**config.mk**
```make
export PLATFORM = sky130hd
export DESIGN_NAME = ether_tx
export DESIGN_NICKNAME = d
export VERILOG_FILES = /design/src/rtl/ether_pkg.sv /design/src/rtl/crc32_dibit.sv /design/src/rtl/ether_tx.sv
export SDC_FILE = /design/constraint.sdc
export NUM_CORES = 1
export LEC_CHECK = 0
export CAP_MARGIN = 20
export CORE_UTILIZATION = 51
export DETAILED_ROUTE_END_ITERATION = 8
export HOLD_SLACK_MARGIN = 0.02
export PLACE_DENSITY = 0.77
export SETUP_SLACK_MARGIN = 0.5
export SLEW_MARGIN = 10
export SYNTH_ARGS = -nofsm -noshare
export SYNTH_HDL_FRONTEND = slang
export SYNTH_SLANG_ARGS = --single-unit
```
**constraint.sdc**
```tcl
create_clock -name clk -period 2.89 [get_ports clk]
set_clock_uncertainty 0.15 [all_clocks]
set_input_delay 0.4335 -clock clk [delete_from_list [all_inputs] [get_ports clk]]
set_output_delay 0.4335 -clock clk [all_outputs]
set_load 0.005 [all_outputs]
```
**src/rtl/ether_pkg.sv**
```systemverilog
// Shared types and constants for the RMII transmit/receive path.
// CRC helpers are reflected CRC-32, one wire bit per step, bit 0 first.
package ether_pkg;

   typedef enum logic [2:0] {
      S_IDLE,
      S_PREAMBLE,
      S_PAYLOAD,
      S_PAD,
      S_FCS,
      S_IPG
   } tx_state_t;

   localparam logic [1:0]  PREAMBLE_DIBIT = 2'b01;
   localparam logic [1:0]  SFD_DIBIT      = 2'b11;

   localparam logic [31:0] CRC_INIT    = 32'hFFFF_FFFF;
   localparam logic [31:0] CRC_POLY_R  = 32'hEDB8_8320;
   localparam logic [31:0] CRC_RESIDUE = 32'hDEBB_20E3;

   function automatic logic [31:0] crc_bit_step(input logic [31:0] c, input logic b);
      return (c >> 1) ^ ((c[0] ^ b) ? CRC_POLY_R : 32'h0);
   endfunction

   function automatic logic [31:0] crc_dibit_step(input logic [31:0] c, input logic [1:0] d);
      return crc_bit_step(crc_bit_step(c, d[0]), d[1]);
   endfunction

endpackage

```
**src/rtl/crc32_dibit.sv**
```systemverilog
// Running CRC-32 register advanced one dibit per enabled cycle.
// Shared by the transmit framer and the receive-side FCS checker.
module crc32_dibit
   import ether_pkg::*;
(
   input  logic        clk,
   input  logic        rst,
   input  logic        clear,
   input  logic        en,
   input  logic [1:0]  din,
   output logic [31:0] crc
);

   always_ff @(posedge clk) begin
      if (!rst || clear) begin
         crc <= CRC_INIT;
      end else if (en) begin
         crc <= crc_dibit_step(crc, din);
      end
   end

endmodule

```
**src/rtl/ether_tx.sv**
```systemverilog
// RMII transmit framer: preamble/SFD, payload, zero pad, FCS, inter-packet gap.
// state      | meaning
// IDLE       | line quiet, waiting for axiiv
// PREAMBLE   | 31 x 01 then SFD 11; ready during the SFD cycle
// PAYLOAD    | one accepted dibit per cycle; axiiv low aborts the frame
// PAD        | 00 dibits until payload+pad reaches MIN_DIBITS
// FCS        | 16 dibits of the complemented CRC, LSB first
// IPG        | txen low, input ignored, down-counter to IDLE
module ether_tx
   import ether_pkg::*;
#(
   parameter int IPG_CYCLES = 48,
   parameter int MIN_DIBITS = 240,
   parameter bit PAD_EN     = 1'b1
) (
   input  logic       clk,
   input  logic       rst,
   input  logic       axiiv,
   input  logic [1:0] axiid,
   input  logic       axiilast,
   output logic       axiir,
   output logic       txen,
   output logic [1:0] txd,
   output logic       tx_err
);

   localparam int         IPG_W          = (IPG_CYCLES > 2) ? $clog2(IPG_CYCLES) : 1;
   localparam logic [7:0] MIN_LEN        = 8'(MIN_DIBITS);
   // The IDLE cycle before the next preamble completes the gap. After a
   // normal frame the first IPG cycle still carries the last FCS dibit;
   // after an abort txen is already low, so the countdown is one shorter.
   localparam logic [IPG_W-1:0] IPG_LOAD       = IPG_W'(IPG_CYCLES - 1);
   localparam logic [IPG_W-1:0] IPG_LOAD_ABORT = IPG_W'(IPG_CYCLES - 2);

   tx_state_t        state, state_nxt;
   logic [4:0]       pre_cnt, pre_cnt_nxt;
   logic [7:0]       len_cnt, len_cnt_nxt, len_inc;
   logic [3:0]       fcs_cnt, fcs_cnt_nxt;
   logic [IPG_W-1:0] ipg_cnt, ipg_cnt_nxt;
   logic             txen_nxt, tx_err_nxt;
   logic [1:0]       txd_nxt;
   logic             crc_clear, crc_en;
   logic [1:0]       crc_din;
   logic [31:0]      crc, crc_inv;

   assign axiir   = ((state == S_PREAMBLE) && (pre_cnt == 5'd31)) || (state == S_PAYLOAD);
   assign len_inc = (len_cnt == MIN_LEN) ? len_cnt : len_cnt + 8'd1;
   assign crc_inv = ~crc;

   crc32_dibit u_crc (
      .clk   (clk),
      .rst   (rst),
      .clear (crc_clear),
      .en    (crc_en),
      .din   (crc_din),
      .crc   (crc)
   );

   always_comb begin
      state_nxt   = state;
      pre_cnt_nxt = pre_cnt;
      len_cnt_nxt = len_cnt;
      fcs_cnt_nxt = fcs_cnt;
      ipg_cnt_nxt = ipg_cnt;
      txen_nxt    = 1'b0;
      txd_nxt     = 2'b00;
      tx_err_nxt  = 1'b0;
      crc_clear   = 1'b0;
      crc_en      = 1'b0;
      crc_din     = 2'b00;

      case (state)
         S_IDLE: begin
            if (axiiv) begin
               state_nxt   = S_PREAMBLE;
               pre_cnt_nxt = 5'd0;
               len_cnt_nxt = 8'd0;
               txen_nxt    = 1'b1;
               txd_nxt     = PREAMBLE_DIBIT;
            end
         end

         S_PREAMBLE, S_PAYLOAD: begin
            if (!axiir) begin
               pre_cnt_nxt = pre_cnt + 5'd1;
               txen_nxt    = 1'b1;
               if (pre_cnt == 5'd30) begin
                  txd_nxt   = SFD_DIBIT;
                  crc_clear = 1'b1;
               end else begin
                  txd_nxt   = PREAMBLE_DIBIT;
               end
            end else if (axiiv) begin
               txen_nxt    = 1'b1;
               txd_nxt     = axiid;
               crc_en      = 1'b1;
               crc_din     = axiid;
               len_cnt_nxt = len_inc;
               state_nxt   = S_PAYLOAD;
               if (axiilast) begin
                  fcs_cnt_nxt = 4'd0;
                  state_nxt   = (PAD_EN && (len_inc < MIN_LEN)) ? S_PAD : S_FCS;
               end
            end else begin
               tx_err_nxt  = 1'b1;
               ipg_cnt_nxt = IPG_LOAD_ABORT;
               state_nxt   = S_IPG;
            end
         end

         S_PAD: begin
            txen_nxt    = 1'b1;
            crc_en      = 1'b1;
            len_cnt_nxt = len_inc;
            if (len_inc == MIN_LEN) begin
               state_nxt = S_FCS;
            end
         end

         S_FCS: begin
            txen_nxt    = 1'b1;
            txd_nxt     = crc_inv[{fcs_cnt, 1'b0} +: 2];
            fcs_cnt_nxt = fcs_cnt + 4'd1;
            if (fcs_cnt == 4'd15) begin
               ipg_cnt_nxt = IPG_LOAD;
               state_nxt   = S_IPG;
            end
         end

         S_IPG: begin
            if (ipg_cnt == '0) begin
               state_nxt = S_IDLE;
            end else begin
               ipg_cnt_nxt = ipg_cnt - 1'b1;
            end
         end

         default: state_nxt = S_IDLE;
      endcase
   end

   always_ff @(posedge clk) begin
      if (!rst) begin
         state   <= S_IDLE;
         pre_cnt <= '0;
         len_cnt <= '0;
         fcs_cnt <= '0;
         ipg_cnt <= '0;
         txen    <= 1'b0;
         txd     <= 2'b00;
         tx_err  <= 1'b0;
      end else begin
         state   <= state_nxt;
         pre_cnt <= pre_cnt_nxt;
         len_cnt <= len_cnt_nxt;
         fcs_cnt <= fcs_cnt_nxt;
         ipg_cnt <= ipg_cnt_nxt;
         txen    <= txen_nxt;
         txd     <= txd_nxt;
         tx_err  <= tx_err_nxt;
      end
   end

endmodule
```
==> results of run 1 <==
-- flip-flops by register name (all words and copies together) (netlist names) --
register	count
fcs_cnt	4
tx_err	1
u_crc.crc	32
pre_cnt	5
txd	2
state	3
ipg_cnt	6
len_cnt	8
txen	1
-- where the power goes --
group / switching, mW / leakage (nW) / internal, mW
logic: 0.0776 / 0.975 / 0.0508
registers: 0.0156 / 0.503 / 0.866
clock network: 0.367 / 0.106 / 0.488
total: 0.460 / 1.58 / 1.40
-- worst min-delay path by stage --
| stage | slack, ns | cells after the start | endpoint |
|---|---|---|---|
| 6_report | 0.34 | 2 | u_crc.crc[12] |
| 5_1_grt | 0.36 | 2 | u_crc.crc[2] |
| 4_1_cts | 0.32 | 1 | pre_cnt[0] |
| 3_5_place_dp | 0.33 | 2 | u_crc.crc[12] |
| 3_3_place_gp | 0.32 | 2 | u_crc.crc[10] |
| 2_1_floorplan | 0.31 | 2 | u_crc.crc[12] |
-- final cells by class --
| class | count | area, µm² | share of cell area, % |
|---|---|---|---|
| Inverter | 10 | 37.5 | 0.889 |
| Multi-Input combinational cell | 304 | 2250 | 53.4 |
| Tap cell | 96 | 120 | 2.85 |
| Timing Repair Buffer | 35 | 345 | 8.18 |
| Clock inverter | 7 | 97.6 | 2.31 |
| Sequential cell | 62 | 1240 | 29.5 |
| Clock buffer | 9 | 124 | 2.93 |
-- metrics by stage --
stage	cells	utilization, %	worst slack [ns]	area [µm²]	power [mW]
finish	523	62.1	0.472	4220	1.86
global placement	496	56.0	0.290	3810	1.01
global route	523	62.1	0.386	4220	1.93
floorplan	407	-	0.522	3620	0.975
CTS	514	59.9	0.503	4070	1.87
detailed placement	496	56.0	0.251	3810	1.02
-- Yosys cell counts (all sizes together) (2+ instances only) --
cell type	instances
nor2	26
o31a	2
nand3	21
nor4	2
xnor2	2
xnor3	6
mux4	10
buf	12
a21oi	20
nor2b	6
o21ai	9
and4	2
or3	4
xor2	19
nor3b	2
a22oi	4
dfxtp	62
and2	4
a31oi	9
o211ai	25
o21a	4
a21o	3
maj3	2
a311oi	4
nand4	5
nand2b	4
a211oi	3
clkbuf	19
inv	10
nand3b	3
o31ai	2
o2111ai	2
nand2	64
nand4b	2
nor3	9
ha	8
-- kinds of logic (layout without fill, tap and decap cells) --
kind of cell / count (synthesis) / count (layout)
simple gates: 159 / 159
compound gates: 97 / 97
flops: 62 / 62
buf+inv: 41 / 61
xor+xnor: 27 / 27
mux: 11 / 11
fa+ha+maj: 10 / 10
-- critical path, stage by stage (launching register included) --
cell,delay (ns)
dfxtp_2,0.36
ha_4,0.16
and3_4,0.18
ha_4,0.18
and3b_4,0.21
o211ai_4,0.23
xor2_4,0.25
buf_12,0.17
xnor3_1,0.30
o211ai_1,0.16
-- metal layers --
layer,up-vias,wire [µm],GRT usage (%)
met5,-,0,0
met3,18,450,5.20
met2,112,4320,38.5
met4,0,165,8.03
li1,1510,-,-
met1,1532,3770,30.5
-- what timing repair did --
action,4_1_cts,5_1_grt
buffers inserted,2,7
gates cloned,0,2
hold buffers,0,0
endpoints found under the hold margin,0,0
gates resized for setup,6,11
pin swaps,2,3
setup endpoints to repair,21,39
==> impl_metrics.env, run 1 <==
export IMPL_slew_headroom_pct=62.5
export IMPL_yosys_top_cells_area="dfxtp_1 (35%), nand2_1 (6.7%), mux4_2 (6.3%)"
export IMPL_die_area_mm2=0.00738
export IMPL_htreeDepth=3
export IMPL_place_gp_congestion=0.845
export IMPL_synth_top_family_by_area="simple AND/OR/NAND/NOR gates"
export IMPL_synth_seq_area_share_pct=34.6
export IMPL_cap_violations=0
export IMPL_synthSimpleGateAreaFrac_pct=21.6
export IMPL_grt_pass1_vias=2898
export IMPL_drt_pass1_iter_count=5
export IMPL_r2r_start="pre_cnt[1]"
export IMPL_wl_per_cell_um=16.6
export IMPL_hold_class="reg2reg"
export IMPL_worstSetupPathType="reg2reg"
export IMPL_grt_setup_unrepaired="true"
export IMPL_reg2regPathDepth=9
export IMPL_ys_flop_type="dfxtp_1"
export IMPL_drc=0
export IMPL_synth_compound_area_share_pct=19.4
export IMPL_outcome="completed"
export IMPL_peakVddDrop_uv=240
export IMPL_vias_per_cell=6.07
export IMPL_portBuffers=10
export IMPL_tns_ns=0
export IMPL_synth_warnings=0
export IMPL_worst_path_max_fanout=7
export IMPL_nFillCells=547
export IMPL_grt_max_degree=54
export IMPL_core_area_mm2=0.00679
export IMPL_hold_viol_final=0
export IMPL_muxShareOfSynthArea_pct=6.55
export IMPL_async_flop_share_pct=0
export IMPL_min_from="u_crc.crc[12]"
export IMPL_synth_area_leader_cell="dfxtp_1"
export IMPL_synth_nets=421
export IMPL_finalCritPeriodShare_pct=83.7
export IMPL_antenna_found_initial=0
export IMPL_die_h_um=85.9
export IMPL_synth_edf_count=0
export IMPL_grt_overflow=0
export IMPL_path_clk_slew_ns=0.08
export IMPL_avgSynthCellArea_um2=8.83
export IMPL_cp_start_kind="register"
export IMPL_hpwl_mm=5.39
export IMPL_layout_drive_gt1_share_pct=18.3
export IMPL_globalRouteTotalUtil_pct=23.5
export IMPL_clockBufferDepth=2
export IMPL_p_leak_nw=1.58
export IMPL_worst_ep_arrival_time_ns=2.54
export IMPL_cts_tree="built"
export IMPL_worstSetupEndpointType="register"
export IMPL_postRouteAntennaNets=0
export IMPL_cp_endpoint="u_crc.crc[23]"
export IMPL_dr_first_iter_drc_count=320
export IMPL_timing_hold_ws_ns=0.338
export IMPL_yosysUniqueCellTypes=61
export IMPL_vias=3172
export IMPL_start_util_pct=52.9
export IMPL_synthToLayoutAreaGrowth_pct=17.5
export IMPL_clock_sinks=62
export IMPL_ys_seq_elements=62
export IMPL_tightestPinTransition_ns=0.561
export IMPL_fp_dieW_um=85.9
export IMPL_critPathLaunch="pre_cnt[1]"
export IMPL_final_cell_mix="nand2_1 (63), dfxtp_1 (60), nor2_1 (23)"
export IMPL_reg2reg_to="u_crc.crc[23]"
export IMPL_cts_root_buf="clkbuf_8"
export IMPL_wirelength_mm=8.70
export IMPL_syn_cell_area_mm2=0.00359
export IMPL_postSynthCellCount=407
export IMPL_grt_pass1_wl_mm=13.8
export IMPL_synth_fa_ha_area_share_pct=3.34
export IMPL_cts_buffers=9
export IMPL_final_max_slew_viol_count=0
export IMPL_cp_required_ns=3.01
export IMPL_setup_viol=0
export IMPL_synthXorXnorAreaFrac_pct=9.61
export IMPL_antennaDiodeCount=0
export IMPL_yosysTopAreaCellShare_pct=34.6
export IMPL_fin_crit_ns=2.42
export IMPL_rows=30
export IMPL_layout_commonest_cell="nand2_1"
export IMPL_max_freq_ghz=0.414
export IMPL_finalNetCount=436
export IMPL_io_pins=11
export IMPL_rrSetupSlack_ns=0.47
export IMPL_power_density_mw_per_mm2=442
export IMPL_clkLatencyLatePin_ns=0.34
Note: power is estimated with default switching activity, not from simulation.
==> inputs of run 2 (changes only) <==
Settings changed: PLACE_DENSITY 0.77 to 0.8.
Clock period 2.89 ns to 2.1 ns, I/O delays scaled along.
==> impl_metrics.env, run 2 (synthesis results as in run 1) <==
export IMPL_fin_total_pwr_mw=2.55
export IMPL_p_leak_nw=1.80
export IMPL_wirelength_mm=9.10
export IMPL_p_int_mw=1.92
export IMPL_portBuffers=10
export IMPL_worst_ep_arrival_time_ns=2.46
export IMPL_antennaDiodeCount=0
export IMPL_path_clk_slew_ns=0.07
export IMPL_power_density_mw_per_mm2=542
export IMPL_htreeDepth=3
export IMPL_worst_path_max_fanout=5
export IMPL_postRouteAntennaNets=0
export IMPL_biggestRegsByFlops="u_crc.crc x32, len_cnt x8, ipg_cnt x6"
export IMPL_synthToLayoutAreaGrowth_pct=31.0
export IMPL_final_seq_area_mm2=0.00125
export IMPL_failed_checks="setup timing"
export IMPL_finalCritPeriodShare_pct=111
export IMPL_vias=3323
export IMPL_fin_crit_ns=2.33
export IMPL_final_util_pct=69.2
export IMPL_tightestPinTransition_ns=0.389
export IMPL_nFillCells=453
export IMPL_core_area_mm2=0.00679
export IMPL_power_frac_seq_pct=47.1
export IMPL_clkLatencyLatePin_ns=0.34
export IMPL_max_stage_delay_ns=0.34
export IMPL_die_h_um=85.9
export IMPL_grt_max_degree=40
export IMPL_finalNetCount=460
export IMPL_cap_violations=0
export IMPL_drc=0
export IMPL_final_cell_mix="nand2_1 (61), dfxtp_1 (57), buf_4 (35)"
export IMPL_layout_drive_gt1_share_pct=29.7
export IMPL_p_comb_share_pct=10.0
export IMPL_hold_buffers=0
export IMPL_place_gp_congestion=0.924
export IMPL_die_area_mm2=0.00738
export IMPL_clockPowerShare_pct=42.9
export IMPL_fp_dieW_um=85.9
export IMPL_globalRouteTotalUtil_pct=24.9
export IMPL_hold_class="reg2reg"
export IMPL_hpwl_mm=5.78
export IMPL_grt_setup_unrepaired="true"
export IMPL_final_max_slew_viol_count=0
export IMPL_worstSetupEndpointType="register"
export IMPL_timing_hold_ws_ns=0.337
export IMPL_worstSetupPathType="reg2reg"
export IMPL_slew_headroom_pct=73.9
export IMPL_io_pins=11
export IMPL_wl_per_cell_um=16.6
export IMPL_rows=30
export IMPL_switchingPower_mw=0.628
export IMPL_switching_share_pct=24.6
export IMPL_grt_pass1_wl_mm=14.4
export IMPL_layout_commonest_cell="nand2_1"
export IMPL_largest_register="u_crc.crc"
export IMPL_dr_first_iter_drc_count=249
export IMPL_largest_reg_flops=32
export IMPL_cp_cell_sequence="ha_4 -> and3_4 -> ha_4 -> and3b_4 -> o211ai_4 -> xor2_2 -> buf_6 -> xnor3_1 -> o211ai_2"
export IMPL_cts_buffers=9
export IMPL_outcome="complete, but fails checks"
export IMPL_cts_root_buf="clkbuf_8"
export IMPL_instances_no_fill=547
export IMPL_multi_input_area_mm2=0.00250
export IMPL_cp_required_ns=2.23
export IMPL_hold_viol_final=0
export IMPL_clockBufferDepth=2
export IMPL_max_freq_ghz=0.429
export IMPL_cts_tree="built"
export IMPL_antenna_found_initial=0
export IMPL_slowest_stage="dfxtp_2"
export IMPL_clock_sinks=62
export IMPL_grt_pass1_vias=3062
export IMPL_grt_overflow=0
export IMPL_setup_viol=40
export IMPL_cp_start_kind="register"
export IMPL_start_util_pct=52.9
export IMPL_cpMostUsedCell="ha_4"
export IMPL_vias_per_cell=6.07
export IMPL_placed_cells=521
export IMPL_peakVddDrop_uv=322
export IMPL_setup_ws_ns=-0.232
export IMPL_drt_pass1_iter_count=6
[run 2: changes by cell type in the layout (fill, tap and decap cells not counted), moves of 4 or more]
| cell | before | now |
|---|---|---|
| buf_6 | 1 | 8 |
| clkdlybuf4s50_1 | 9 | 5 |
| o21ai_0 | 9 | 5 |
| dlygate4sd2_1 | 1 | 5 |
| buf_4 | 20 | 35 |
| nor3_1 | 9 | 5 |
| a21oi_1 | 19 | 13 |
[run 2: power groups by stage]
stage	combinational, mW	clock, mW	sequential [mW]
after CTS	0.240	1.12	1.20
after global routing	0.271	1.17	1.20
final	0.255	1.09	1.20
after detailed placement	0.201	0	1.23
after floorplan	0.123	0	1.23
after global placement	0.198	0	1.23
[run 2: layout make-up]
class,instances,area share [%]
clock buffers,11,3.24
flip-flops and latches,62,26.6
clock inverters,5,1.20
multi-input cells,304,53.2
well taps,96,2.55
repair buffers,59,12.5
inverters,10,0.798
[run 2: timing repair]
| item | CTS | global route |
|---|---|---|
| gates resized for setup | 40 | 19 |
| cloned | 3 | 0 |
| pin swaps | 13 | 13 |
| setup buffers | 6 | 1 |
| setup endpoints to repair | 66 | 63 |
[run 2: per-stage QoR]
step	area, µm²	setup WS, ns	setup TNS (ns)
after floorplan	3760	-0.237	-2.20
after global placement	4130	-0.176	-2.90
after detailed placement	4130	-0.213	-4.23
after CTS	4600	-0.194	-4.33
after global routing	4700	-0.286	-8.29
final	4700	-0.232	-5.30
[run 2: path summary, 6_finish.rpt]
check,from,end,slack [ns],cells after the start
worst max-delay path,pre_cnt[1],u_crc.crc[29],-0.23,9
worst min-delay path,u_crc.crc[2],u_crc.crc[2],0.34,2
worst max register to register,pre_cnt[1],u_crc.crc[29],-0.23,9
worst min register to register,u_crc.crc[2],u_crc.crc[2],0.34,2
[run 2: layer usage]
metal / GRT usage (%) / share of wire [%]
met5: 0 / 0
met4: 10.8 / 2.5
met3: 6.74 / 5.8
met2: 43.3 / 51
met1: 28.7 / 40
[run 2: critical path: cells and delay by family, from the launching register on]
kind | cells | cell delay [ns]
compound gates | 2 | 0.34
flops | 1 | 0.34
xor+xnor | 2 | 0.57
fa+ha+maj | 2 | 0.31
simple gates | 2 | 0.38
buf+inv | 1 | 0.18
==> inputs of run 3 (changes only) <==
Settings changed: CAP_MARGIN 20 to 0, SKIP_CTS_REPAIR_TIMING from default to 1.
==> impl_metrics.env, run 3 (synthesis results as in run 1) <==
export IMPL_outcome="complete, but fails checks"
export IMPL_failed_checks="setup timing"
export IMPL_critPathLaunch="pre_cnt[1]"
export IMPL_layout_drive_gt1_share_pct=28.3
export IMPL_dr_wl_met2_mm=4.70
export IMPL_final_max_slew_viol_count=0
export IMPL_place_gp_congestion=0.924
export IMPL_path_clk_slew_ns=0.07
export IMPL_clockBufferDepth=2
export IMPL_largest_register="u_crc.crc"
export IMPL_postRouteAntennaNets=0
export IMPL_worst_ep_arrival_time_ns=2.43
export IMPL_max_freq_ghz=0.430
export IMPL_grt_overflow=0
export IMPL_synthToLayoutAreaGrowth_pct=29.4
export IMPL_final_seq_area_mm2=0.00125
export IMPL_fp_dieW_um=85.9
export IMPL_cts_buffers=9
export IMPL_final_cell_mix="nand2_1 (61), dfxtp_1 (58), buf_4 (34)"
export IMPL_largest_reg_flops=32
export IMPL_slew_headroom_pct=70.5
export IMPL_finalNetCount=457
export IMPL_fin_crit_ns=2.33
export IMPL_multi_input_area_mm2=0.00246
export IMPL_core_area_mm2=0.00679
export IMPL_antennaDiodeCount=0
export IMPL_hold_viol_final=0
export IMPL_hold_class="reg2reg"
export IMPL_biggestRegsByFlops="u_crc.crc x32, len_cnt x8, ipg_cnt x6"
export IMPL_start_util_pct=52.9
export IMPL_grt_max_degree=40
export IMPL_drt_pass1_iter_count=5
export IMPL_fin_area_mm2=0.00465
export IMPL_cts_tree="built"
export IMPL_wirelength_mm=8.98
export IMPL_grt_setup_unrepaired="true"
export IMPL_cts_root_buf="clkbuf_8"
export IMPL_final_util_pct=68.4
export IMPL_vias_per_cell=5.92
export IMPL_dr_first_iter_drc_count=279
export IMPL_hpwl_mm=5.78
export IMPL_power_density_mw_per_mm2=550
export IMPL_p_leak_nw=1.82
export IMPL_layout_commonest_cell="nand2_1"
export IMPL_drt_met1_wl_mm=3.73
export IMPL_htreeDepth=3
export IMPL_setup_viol=37
export IMPL_tns_ns=-3.78
export IMPL_vias=3221
export IMPL_cp_required_ns=2.21
export IMPL_cap_violations=0
export IMPL_antenna_found_initial=0
export IMPL_reg2regPathDepth=9
export IMPL_io_pins=11
export IMPL_fin_total_pwr_mw=2.55
export IMPL_r2r_start="pre_cnt[1]"
export IMPL_clock_sinks=62
export IMPL_die_area_mm2=0.00738
export IMPL_met3_length_um=386
export IMPL_cp_endpoint="u_crc.crc[19]"
export IMPL_tightestPinTransition_ns=0.442
export IMPL_post_dp_cell_area_mm2=0.00413
export IMPL_grt_pass1_wl_mm=13.2
export IMPL_finalCritPeriodShare_pct=111
export IMPL_worstSetupEndpointType="register"
export IMPL_peakVddDrop_uv=321
export IMPL_globalRouteTotalUtil_pct=22.5
export IMPL_setup_ws_ns=-0.227
export IMPL_worstSetupPathType="reg2reg"
export IMPL_portBuffers=10
export IMPL_drc=0
export IMPL_die_h_um=85.9
export IMPL_wl_per_cell_um=16.5
export IMPL_worst_path_max_fanout=10
export IMPL_clkLatencyLatePin_ns=0.34
export IMPL_nFillCells=457
export IMPL_dp_slack_ns=-0.213
export IMPL_rrSetupSlack_ns=-0.23
export IMPL_grt_pass1_vias=2888
export IMPL_rows=30
export IMPL_reg2reg_to="u_crc.crc[19]"
export IMPL_highest_layer="met4"
export IMPL_cp_start_kind="register"
## run 3: cell types whose count changed in the layout (fill, tap and decap cells not counted), sizes merged
cell	previous run	this run
dlygate4sd2	5	0
dlymetal6s2s	0	5
clkbuf	11	13
buf	48	44
bufbuf	1	0
## run 3: worst min path at each step
stage / start / end / slack [ns] / cells after the start
final: u_crc.crc[19] / u_crc.crc[17] / 0.34 / 2
after global routing: u_crc.crc[2] / u_crc.crc[2] / 0.36 / 2
after CTS: u_crc.crc[12] / u_crc.crc[10] / 0.34 / 2
after detailed placement: u_crc.crc[19] / u_crc.crc[17] / 0.33 / 2
after global placement: u_crc.crc[19] / u_crc.crc[17] / 0.32 / 2
after floorplan: u_crc.crc[2] / u_crc.crc[0] / 0.30 / 2
## run 3: per-stage QoR
stage                     cells  hold slack (ns)
after floorplan             407            0.305
after global placement      521            0.318
after detailed placement    521            0.332
after CTS                   537            0.339
after global routing        544            0.363
final                       544            0.339
## run 3: final cells by class
cell class                      count  share of cell area, %
Clock buffer                       11                   3.28
Sequential cell                    62                   26.9
Inverter                           10                  0.808
Timing Repair Buffer               56                   12.2
Clock inverter                      5                   1.21
Multi-Input combinational cell    304                   53.0
Tap cell                           96                   2.58
## run 3: worst max-delay path, cell delays in order (launching register included)
cell and delay, ns:
dfxtp_2 0.34, ha_4 0.16, and3_4 0.18, ha_4 0.15, and3b_4 0.20, o211ai_4 0.23
xor2_4 0.19, buf_12 0.16, xnor3_1 0.30, o211ai_1 0.18
## run 3: layer usage
| layer | track usage (%) | up-vias |
|---|---|---|
| li1 | - | 1549 |
| met5 | 0 | - |
| met1 | 27.1 | 1566 |
| met3 | 5.68 | 16 |
| met2 | 39.1 | 90 |
| met4 | 7.73 | 0 |
## run 3: where the power goes
group	switching, mW	internal [mW]
combinational	0.142	0.107
clock	0.486	0.618
sequential	0.0115	1.19
